--- src/rtl/uart_alu_if.sv ---
// Purpose: command sequencer between the UART FIFOs and a combinational ALU (pops A, B, opcode; pushes result).
// Latency: 4 cycles from opcode byte visible in S_WAIT_OP to o_wr_uart; at least 2 cycles per received byte.
// Backpressure: waits in S_WAIT_x while i_rx_empty is high; holds in S_WAIT_TX while i_tx_full is high.
//
// Ports:
//   i_clk, i_reset (async, active-low)
//   RX FIFO : i_rx_empty, i_r_data (first-word fall-through), o_rd_uart (pop strobe)
//   TX FIFO : i_tx_full, o_wr_uart (push strobe), o_w_data
//   ALU     : o_data_a, o_data_b, o_opcode (registered), i_alu_result (combinational)
//   Status  : o_busy (low only in S_WAIT_A)
//
// Optional build macro UART_ALU_TIMEOUT_EN: abandons a partial command when the
// next operand/opcode byte does not arrive within TO_CYC clocks.

module uart_alu_if #(
  parameter int DBIT   = 8,
  parameter int OP_W   = 6,
  parameter int TO_CYC = 1000000,
  parameter int TO_W   = 20
) (
  input  logic            i_clk,
  input  logic            i_reset,
  input  logic            i_rx_empty,
  input  logic [DBIT-1:0] i_r_data,
  output logic            o_rd_uart,
  input  logic            i_tx_full,
  output logic            o_wr_uart,
  output logic [DBIT-1:0] o_w_data,
  output logic [DBIT-1:0] o_data_a,
  output logic [DBIT-1:0] o_data_b,
  output logic [OP_W-1:0] o_opcode,
  input  logic [DBIT-1:0] i_alu_result,
  output logic            o_busy
);

  localparam logic [3:0] S_WAIT_A  = 4'd0;
  localparam logic [3:0] S_POP_A   = 4'd1;
  localparam logic [3:0] S_WAIT_B  = 4'd2;
  localparam logic [3:0] S_POP_B   = 4'd3;
  localparam logic [3:0] S_WAIT_OP = 4'd4;
  localparam logic [3:0] S_POP_OP  = 4'd5;
  localparam logic [3:0] S_CALC    = 4'd6;
  localparam logic [3:0] S_WAIT_TX = 4'd7;
  localparam logic [3:0] S_PUSH    = 4'd8;

  // The timeout counter must be able to reach TO_CYC-1.
  if ((64'd1 << TO_W) <= 64'(TO_CYC)) begin : g_to_w_chk
    $error("uart_alu_if: TO_W too narrow for TO_CYC");
  end

  logic [3:0]      state_q,  state_d;
  logic [DBIT-1:0] data_a_q, data_a_d;
  logic [DBIT-1:0] data_b_q, data_b_d;
  logic [OP_W-1:0] opcode_q, opcode_d;
  logic [DBIT-1:0] w_data_q, w_data_d;
  logic            to_hit;

`ifdef UART_ALU_TIMEOUT_EN
  logic [TO_W-1:0] to_cnt_q, to_cnt_d;

  assign to_hit = (to_cnt_q == TO_W'(TO_CYC - 1));

  // Counts only while starved mid-command; every other state (including the
  // POP states that precede each WAIT) forces zero, which gives the clear on
  // entry and on each pop.
  always_comb begin
    to_cnt_d = '0;
    if ((state_q == S_WAIT_B || state_q == S_WAIT_OP) && i_rx_empty && !to_hit) begin
      to_cnt_d = to_cnt_q + 1'b1;
    end
  end

  always_ff @(posedge i_clk or negedge i_reset) begin
    if (!i_reset) begin
      to_cnt_q <= '0;
    end else begin
      to_cnt_q <= to_cnt_d;
    end
  end
`else
  assign to_hit = 1'b0;
`endif

  always_comb begin
    state_d  = state_q;
    data_a_d = data_a_q;
    data_b_d = data_b_q;
    opcode_d = opcode_q;
    w_data_d = w_data_q;
    case (state_q)
      S_WAIT_A: begin
        if (!i_rx_empty) begin
          data_a_d = i_r_data;
          state_d  = S_POP_A;
        end
      end
      S_POP_A: state_d = S_WAIT_B;
      S_WAIT_B: begin
        if (!i_rx_empty) begin
          data_b_d = i_r_data;
          state_d  = S_POP_B;
        end else if (to_hit) begin
          // Abandon the partial command; registers keep their old values.
          state_d = S_WAIT_A;
        end
      end
      S_POP_B: state_d = S_WAIT_OP;
      S_WAIT_OP: begin
        if (!i_rx_empty) begin
          opcode_d = i_r_data[OP_W-1:0];
          state_d  = S_POP_OP;
        end else if (to_hit) begin
          state_d = S_WAIT_A;
        end
      end
      S_POP_OP: state_d = S_CALC;
      S_CALC: begin
        // ALU has had a full cycle to settle on the new operand registers.
        w_data_d = i_alu_result;
        state_d  = S_WAIT_TX;
      end
      S_WAIT_TX: begin
        if (!i_tx_full) begin
          state_d = S_PUSH;
        end
      end
      S_PUSH:  state_d = S_WAIT_A;
      default: state_d = S_WAIT_A;
    endcase
  end

  always_ff @(posedge i_clk or negedge i_reset) begin
    if (!i_reset) begin
      state_q  <= S_WAIT_A;
      data_a_q <= '0;
      data_b_q <= '0;
      opcode_q <= '0;
      w_data_q <= '0;
    end else begin
      state_q  <= state_d;
      data_a_q <= data_a_d;
      data_b_q <= data_b_d;
      opcode_q <= opcode_d;
      w_data_q <= w_data_d;
    end
  end

  // Moore strobes: one cycle each, decoded straight from the state register.
  assign o_rd_uart = (state_q == S_POP_A) || (state_q == S_POP_B) || (state_q == S_POP_OP);
  assign o_wr_uart = (state_q == S_PUSH);
  assign o_busy    = (state_q != S_WAIT_A);
  assign o_data_a  = data_a_q;
  assign o_data_b  = data_b_q;
  assign o_opcode  = opcode_q;
  assign o_w_data  = w_data_q;

endmodule

--- config.mk ---
export PLATFORM = sky130hd
export DESIGN_NAME = uart_alu_if
export DESIGN_NICKNAME = d
export VERILOG_FILES = /design/src/rtl/uart_alu_if.sv
export SDC_FILE = /design/constraint.sdc
export NUM_CORES = 1
export LEC_CHECK = 0
export ABC_AREA = 1
export BUFFER_PORTS_ARGS = -buffer_cell sky130_fd_sc_hd__clkbuf_2
export CAP_MARGIN = 0
export CORE_UTILIZATION = 31
export CTS_BUF_LIST = sky130_fd_sc_hd__clkbuf_4 sky130_fd_sc_hd__clkbuf_8 sky130_fd_sc_hd__clkbuf_16
export DETAILED_ROUTE_END_ITERATION = 7
export PLACE_DENSITY = 0.6
export SYNTH_ARGS = -nofsm -noshare
export SYNTH_HDL_FRONTEND = slang
export SYNTH_SLANG_ARGS = --single-unit
--- constraint.sdc ---
create_clock -name i_clk -period 2.1 [get_ports i_clk]
set_input_delay 0.42 -clock i_clk [delete_from_list [all_inputs] [get_ports i_clk]]
set_output_delay 0.42 -clock i_clk [all_outputs]
set_load 0.05 [all_outputs]
==> results_dict.tcl, run 1 <==
set metrics [dict create \
    grt_pass1_vias 1208 \
    post-cts-setup-buffers 0 \
    grt_max_degree 21 \
    crit_path_end_kind "output pin" \
    fp.dieH_um 71.10 \
    async_reset_ff_frac 1.000 \
    crit_buf_inv 2 \
    num_vias 1208 \
    drtIter0Drc 123 \
    synth_simple_gate_area_frac 0.2274 \
    violations "design-rule violations" \
    yosysWarnings 0 \
    avgSynthCellArea_um2 9.549 \
    critPathArrivalTime_ps 1350 \
    rsz0062_at_grt "no" \
    io_buffers 52 \
    num_rows 24 \
    antenna_found_initial 0 \
    diodes 0 \
    htreeDepth 2 \
    ys_seq_area_frac 0.5748 \
    start_util 0.3308 \
    drt-total-wl_mm 3.125 \
    rr_worst_depth 4 \
    clockBufferDepth 2 \
    cp_max_fo 7 \
    setup_viol_count_final 0 \
    viasPerCell 4.524 \
    path_cells "nand2_1 -> clkinv_1 -> nor3_2 -> clkbuf_2" \
    grt_usage 0.1429 \
    synthesis.area_um2 1480 \
    hold_path.class "input port to asynchronous set/reset pin" \
    r2r-end "o_opcode[4]" \
    cts_buffers 5 \
    cts_tree "built" \
    synth_xor_area_frac 0 \
    yosysTopAreaCell "dfrtp_1" \
    wl_per_cell_um 11.70 \
    drv_cap 0 \
    r2r_setup_slack_ps 510 \
    maxClockFrequency_ghz 0.5635 \
    finalMaxSlewViolations 0 \
    synth_edf_count 0 \
    dp_hpwl_mm 2.379 \
    insertion_delay_ps 280 \
    path_class "flop to output pin" \
    relSlewSlack 0.6029 \
    hold_violations 0 \
    gr-total-overflow 0 \
    areaGrowthSynthToFinish_pct 30.09 \
    io_pins 53 \
    synth_most_common_cell "nand2_1" \
    clkTransAtPathRegs_ps 70 \
    ctsRootBufferMaster "clkbuf_8" \
    layout-drive-gt1-share 0.4372 \
    synth_cell_types 17 \
    synth_adder_area_share 0 \
    fin_skew_ps 3.661 \
    tightest_slew_ps 594.0 \
    nets 234 \
    cp_top_family "flip-flops" \
    synth_area_leaders "dfrtp_1, o21ai_2, nand2_1" \
    clock-sinks 34 \
    finalCritPeriodShare 0.8451 \
    setup_tns_ps 0 \
    cts_resized 0 \
    ys.flop_type "dfrtp_1" \
    critPathSlowestCell "dfrtp_1" \
    r2r_start "state_q[1]" \
    dieArea_um2 5055 \
    dr.pass1.iters 6 \
    synth_compound_area_frac 0.1336 \
    cts_hold_buf 0 \
    synth_top_area_share 0.5748 \
    status "complete, but fails checks" \
    crit_path_end "o_rd_uart" \
    muxShareOfSynthArea 0 \
    core_um2 4474 \
    antenna_left 0 \
    critPathMaxStageDelay_ps 460 \
    crit_required_ps 1680 \
    synth_top_family_by_area "simple AND/OR/NAND/NOR gates" \
    ys_seq_elements 34 \
    crit_path_start "state_q[1]" \
    synth_nets 175 \
    grt_first_pass_wirelength_mm 5.582 \
    nFillCells 464 \
    place.gp.congestion 0.7731 \
    timing.final.crit_period_ps 1775 \
    synthCells 155 \
    cp-start-kind "flop" \
    die_x_um 71.10 \
    drc 7 \
    path_depth 4 \
    synthTopCellsByCount "nand2_1, dfrtp_1, o21ai_2, inv_1, nand3_1" \
]
## final cells by class
cell class | count | area [um^2] | share of cell area
multi-input cells | 100 | 545.5 | 0.2833
flip-flops and latches | 34 | 850.8 | 0.4418
inverters | 17 | 63.81 | 0.03314
well taps | 52 | 65.06 | 0.03379
clock buffers | 8 | 110.1 | 0.05718
repair buffers | 56 | 290.3 | 0.1507
## state kept, by name, indices dropped and copies added (netlist names)
name,count
o_data_b,8
o_opcode,6
o_data_a,8
o_w_data,8
state_q,4
## placed cells by master, fill, tap and decap left out, drive strengths merged
master / instances
inv: 16
nand3: 15
nand4: 1
nor2: 6
clkinv: 1
dfrtp: 34
nor3: 2
clkbuf: 60
nor4: 1
nand2: 52
o21ai: 23
buf: 4
## logic make-up (layout without fill, tap and decap cells)
kind of cell	count (synthesis)	in the layout
simple gates	77	77
compound gates	23	23
buf+inv	21	81
flops	34	34
## through the flow
step,cells,cell area [um^2],util,hold slack (ps),setup slack [ps]
3_3_place_gp,259,1815,0.4058,424.3,528.9
3_5_place_dp,259,1815,0.4058,419.1,493.7
4_1_cts,267,1926,0.4304,110.9,300.1
5_1_grt,267,1926,0.4304,125.5,225.0
6_report,267,1926,0.4304,98.65,325.3
2_1_floorplan,155,1491,-,124.4,243.7
## how the worst min path moves through the flow
stage | endpoint | slack [ps] | cells past startpoint
after floorplan | o_data_a[0] | 120 | 0
after global placement | state_q[3] | 420 | 1
after detailed placement | state_q[3] | 420 | 1
after CTS | state_q[3] | 110 | 1
after global routing | state_q[3] | 130 | 1
final | state_q[3] | 100 | 1
## metal layers
| layer | part of all wire | wire (um) | track usage |
|---|---|---|---|
| met1 | 0.48 | 1509 | 0.1943 |
| met2 | 0.44 | 1360 | 0.2190 |
| met3 | 0.073 | 227 | 0.04274 |
| met4 | 0.0086 | 27 | 0.04667 |
| met5 | 0 | 0 | 0 |
Power of run 1 is left out: the tool's default activity adds up to more than one toggle a clock period on the data nets, which glitch-free logic cannot reach.
==> run 2: changes to the inputs <==
--- a/config.mk
+++ b/config.mk
@@ -11,7 +11,7 @@
 export CORE_UTILIZATION = 31
 export CTS_BUF_LIST = sky130_fd_sc_hd__clkbuf_4 sky130_fd_sc_hd__clkbuf_8 sky130_fd_sc_hd__clkbuf_16
 export DETAILED_ROUTE_END_ITERATION = 7
-export PLACE_DENSITY = 0.6
+export PLACE_DENSITY = 0.62
 export SYNTH_ARGS = -nofsm -noshare
 export SYNTH_HDL_FRONTEND = slang
 export SYNTH_SLANG_ARGS = --single-unit
==> constraint.sdc (replaced) <==
create_clock -name i_clk -period 1.4 [get_ports i_clk]
set_input_delay 0.28 -clock i_clk [delete_from_list [all_inputs] [get_ports i_clk]]
set_output_delay 0.28 -clock i_clk [all_outputs]
set_load 0.05 [all_outputs]
==> results_dict.tcl, run 2 (synthesized netlist as in run 1, its figures left out) <==
set metrics [dict create \
    insertion_delay_ps 280 \
    dp_hpwl_mm 2.373 \
    htreeDepth 2 \
    hold_violations 0 \
    diodes 0 \
    start_util 0.3308 \
    clockBufferDepth 2 \
    crit_required_ps 1120 \
    die_x_um 71.10 \
    layout_commonest_cell "clkbuf_2" \
    final_cell_mix "clkbuf_2, nand2_1, dfrtp_1" \
    nets 251 \
    relSlewSlack 0.7055 \
    dieArea_um2 5055 \
    critPathArrivalTime_ps 1260 \
    io_buffers 52 \
    fin_ws_ps -139.0 \
    drt-total-wl_mm 3.378 \
    cts_buffers 5 \
    cts_tree "built" \
    setup_viol_count_final 3 \
    viasPerCell 4.491 \
    placed_area_um2 1917 \
    rsz0062_at_grt "yes" \
    clock-sinks 34 \
    clkTransAtPathRegs_ps 70 \
    grt_first_pass_wirelength_mm 5.706 \
    critPathSlowestCell "dfrtp_2" \
    core_um2 4474 \
    ctsRootBufferMaster "clkbuf_8" \
    gr-total-overflow 0 \
    drtIter0Drc 72 \
    dr.pass1.iters 6 \
    layout-drive-gt1-share 0.5108 \
    place.gp.congestion 0.7880 \
    path_class "flop to output pin" \
    status "complete, but fails checks" \
    finalCritPeriodShare 1.099 \
    timing.final.crit_period_ps 1539 \
    critPathMaxStageDelay_ps 470 \
    wl_per_cell_um 11.94 \
    violations "design-rule violations, negative setup slack" \
    grt_max_degree 18 \
    grt_usage 0.1471 \
    antenna_left 0 \
    drv_cap 0 \
    postLayoutCellArea_um2 2197 \
    path_cells "nand2_4 -> clkinv_4 -> nor3_4 -> buf_12" \
    hold_path.class "input port to flop" \
    num_vias 1271 \
    areaGrowthSynthToFinish_pct 48.44 \
    num_rows 24 \
    grt_pass1_vias 1253 \
    tightest_slew_ps 441.8 \
    maxClockFrequency_ghz 0.6498 \
    fp.dieH_um 71.10 \
    preCtsSetupSlack_ps 78.33 \
    fin_skew_ps 4.128 \
    drc 5 \
    cp_max_fo 5 \
    io_pins 53 \
    crit_path_end_kind "output pin" \
    antenna_found_initial 0 \
    cp-start-kind "flop" \
    finalMaxSlewViolations 0 \
]
run 2: metal layers:
| metal | track usage | share of wire | vias to the layer above |
|---|---|---|---|
| met5 | 0 | 0 | - |
| met4 | 0.04667 | 0.012 | 0 |
| met3 | 0.05698 | 0.067 | 7 |
| met2 | 0.2361 | 0.47 | 42 |
| met1 | 0.1834 | 0.45 | 576 |
| li1 | - | - | 646 |
run 2: worst paths after layout:
path                       slack (ps)  cells after the start           to            start
setup / recovery                 -140                      4    o_rd_uart       state_q[1]
hold / removal                    220                      3  o_w_data[3]  i_alu_result[3]
setup reg to reg                   60                      7  o_opcode[3]       state_q[3]
hold reg to reg                   470                      2  o_w_data[1]      o_w_data[1]
max in group asynchronous         430                      3  o_data_b[4]          i_reset
min in group asynchronous         470                      2  o_data_b[2]          i_reset
run 2: critical path: cells and delay by family (launching register included):
family | cells | cell delay, ps
buffers and inverters | 2 | 210
DFF | 1 | 470
and+or+nand+nor | 2 | 290
run 2: layout make-up:
cell class,instances,area (um^2)
tap,52,65.06
clock buffer,6,82.58
inverter,17,68.82
multi-input combinational,100,588.1
fill,414,2277
timing repair buffer,73,506.7
clock inverter,1,30.03
sequential,34,855.8
run 2: what timing repair did:
action	4_1_cts	5_1_grt
hold endpoints to repair	15	0
buffers inserted	7	4
resized for setup	11	8
pin swaps	3	3
hold buffers	1	0
setup endpoints to repair	3	21
run 2: metrics by stage:
stage	setup TNS, ps	hold slack, ps	util	cells
3_5_place_dp	0	241.2	0.4284	264
4_1_cts	-387.2	216.5	0.4779	279
2_1_floorplan	-8.805	-15.59	-	155
6_report	-358.5	223.1	0.4911	283
5_1_grt	-538.0	228.1	0.4911	283
3_3_place_gp	0	248.9	0.4284	264
Power of run 2 is left out for the same reason.
==> run 3: changes to the inputs <==
==> config.mk (replaced) <==
export PLATFORM = sky130hd
export DESIGN_NAME = uart_alu_if
export DESIGN_NICKNAME = d
export VERILOG_FILES = /design/src/rtl/uart_alu_if.sv
export SDC_FILE = /design/constraint.sdc
export NUM_CORES = 1
export LEC_CHECK = 0
export ABC_AREA = 1
export CAP_MARGIN = 0
export CORE_UTILIZATION = 25
export CTS_BUF_LIST = sky130_fd_sc_hd__clkbuf_4 sky130_fd_sc_hd__clkbuf_8 sky130_fd_sc_hd__clkbuf_16
export DETAILED_ROUTE_END_ITERATION = 7
export DONT_BUFFER_PORTS = 1
export PLACE_DENSITY = 0.46
export SYNTH_ARGS = -nofsm -noshare
export SYNTH_HDL_FRONTEND = slang
export SYNTH_SLANG_ARGS = --single-unit
==> results_dict.tcl, run 3 (synthesized netlist as in run 1, its figures left out) <==
set metrics [dict create \
    finalCritPeriodShare 1.110 \
    antenna_left 0 \
    place.gp.congestion 0.8378 \
    critPathMaxStageDelay_ps 470 \
    preCtsSetupSlack_ps 54.00 \
    hold_path.class "input port to flop" \
    cts_buffers 5 \
    cp_max_fo 6 \
    setup_viol_count_final 3 \
    drc 0 \
    final_cell_mix "nand2_1, dfrtp_1, o21ai_2" \
    rsz0062_at_grt "yes" \
    grt_first_pass_wirelength_mm 5.361 \
    dieArea_um2 6232 \
    core_um2 5608 \
    gr-total-overflow 0 \
    regArea_um2 854.6 \
    fin_skew_ps 4.583 \
    ctsRootBufferMaster "clkbuf_8" \
    layout-drive-gt1-share 0.3372 \
    die_x_um 78.95 \
    grt_usage 0.1139 \
    start_util 0.2639 \
    rr_worst_depth 6 \
    post-route-util 0.3275 \
    grt_max_degree 35 \
    path_class "flop to output pin" \
    insertion_delay_ps 280 \
    r2r-end "o_opcode[4]" \
    cp-start-kind "flop" \
    hold_violations 0 \
    finalMaxSlewViolations 0 \
    fp.dieH_um 78.95 \
    r2r_start "state_q[3]" \
    areaGrowthSynthToFinish_pct 24.09 \
    relSlewSlack 0.6604 \
    maxClockFrequency_ghz 0.6437 \
    io_buffers 0 \
    status "complete, but fails checks" \
    crit_path_end "o_wr_uart" \
    layout_commonest_cell "nand2_1" \
    io_pins 53 \
    fin_ws_ps -153.6 \
    clockBufferDepth 2 \
    viasPerCell 4.430 \
    clock-sinks 34 \
    critPathArrivalTime_ps 1270 \
    timing.final.crit_period_ps 1554 \
    drt-total-wl_mm 3.319 \
    diodes 0 \
    dp_hpwl_mm 2.415 \
    tightest_slew_ps 509.3 \
    num_rows 27 \
    drtIter0Drc 29 \
    antenna_found_initial 0 \
    path_cells "nor4_4 -> buf_12" \
    r2r_setup_slack_ps 110 \
    clkTransAtPathRegs_ps 70 \
    crit_path_end_kind "output pin" \
    htreeDepth 2 \
    cts_tree "built" \
    crit_required_ps 1120 \
    grt_pass1_vias 1115 \
    nFillCells 590 \
    critPathSlowestCell "dfrtp_2" \
    multiInputGateArea_um2 583.1 \
    num_vias 1081 \
    wl_per_cell_um 13.60 \
    dr.pass1.iters 2 \
    nets 192 \
    crit_path_start "state_q[1]" \
    drv_cap 0 \
    violations "negative setup slack" \
]
run 3: cell count changes in the layout (fill, tap and decap cells not counted), moves of 2 or more:
| cell | previous run | this run |
|---|---|---|
| buf_8 | 2 | 0 |
| clkinv_2 | 0 | 2 |
| buf_4 | 14 | 8 |
| clkbuf_2 | 49 | 0 |
| clkbuf_8 | 7 | 5 |
| nor2_2 | 0 | 2 |
run 3: per-stage QoR:
stage	instances	hold slack (ps)	TNS (ps)	cell area, um^2
after floorplan	155	-15.59	-8.805	1515
after global placement	231	-14.72	0	1672
after detailed placement	231	-14.61	0	1672
after CTS	244	140.8	-426.2	1817
after global routing	244	135.4	-540.2	1837
final	244	148.7	-367.1	1837
run 3: area by class of cell:
class,instances,area share
multi-input cells,100,0.3174
repair buffers,14,0.08787
inverters,17,0.03747
well taps,72,0.04905
clock inverters,2,0.005450
clock buffers,5,0.03747
flip-flops and latches,34,0.4653
run 3: worst min path at each step:
| stage | startpoint | endpoint | slack (ps) | cells after the start |
|---|---|---|---|---|
| 2_1_floorplan | i_reset | o_data_a[0] | -20 | 0 |
| 3_3_place_gp | i_reset | state_q[0] | -10 | 0 |
| 3_5_place_dp | i_reset | state_q[3] | -10 | 0 |
| 4_1_cts | i_alu_result[4] | o_w_data[4] | 140 | 2 |
| 5_1_grt | i_alu_result[2] | o_w_data[2] | 140 | 2 |
| 6_report | i_alu_result[4] | o_w_data[4] | 150 | 2 |
run 3: worst max-delay path: cells and delay by family (launching register included):
family	cells	cell delay [ps]
flip-flops	1	470
AND/OR/NAND/NOR	1	340
buffers and inverters	1	180
run 3: timing repair:
action                                  CTS  global route
hold endpoints to repair                 34             0
cloned                                    0             0
resized for setup                         3             5
buffers inserted                          4             0
pin swaps                                 3             1
hold buffers                              2             0
endpoints found under the setup margin    3             9
run 3: routing by layer:
layer  part of all wire  global-route usage  up-vias
li1                   -                   -      525
met1               0.37              0.1162      503
met2               0.49              0.1974       48
met3               0.12             0.06207        5
met4              0.011             0.03818        0
met5                  0                   0        -
Power of run 3 is left out for the same reason.
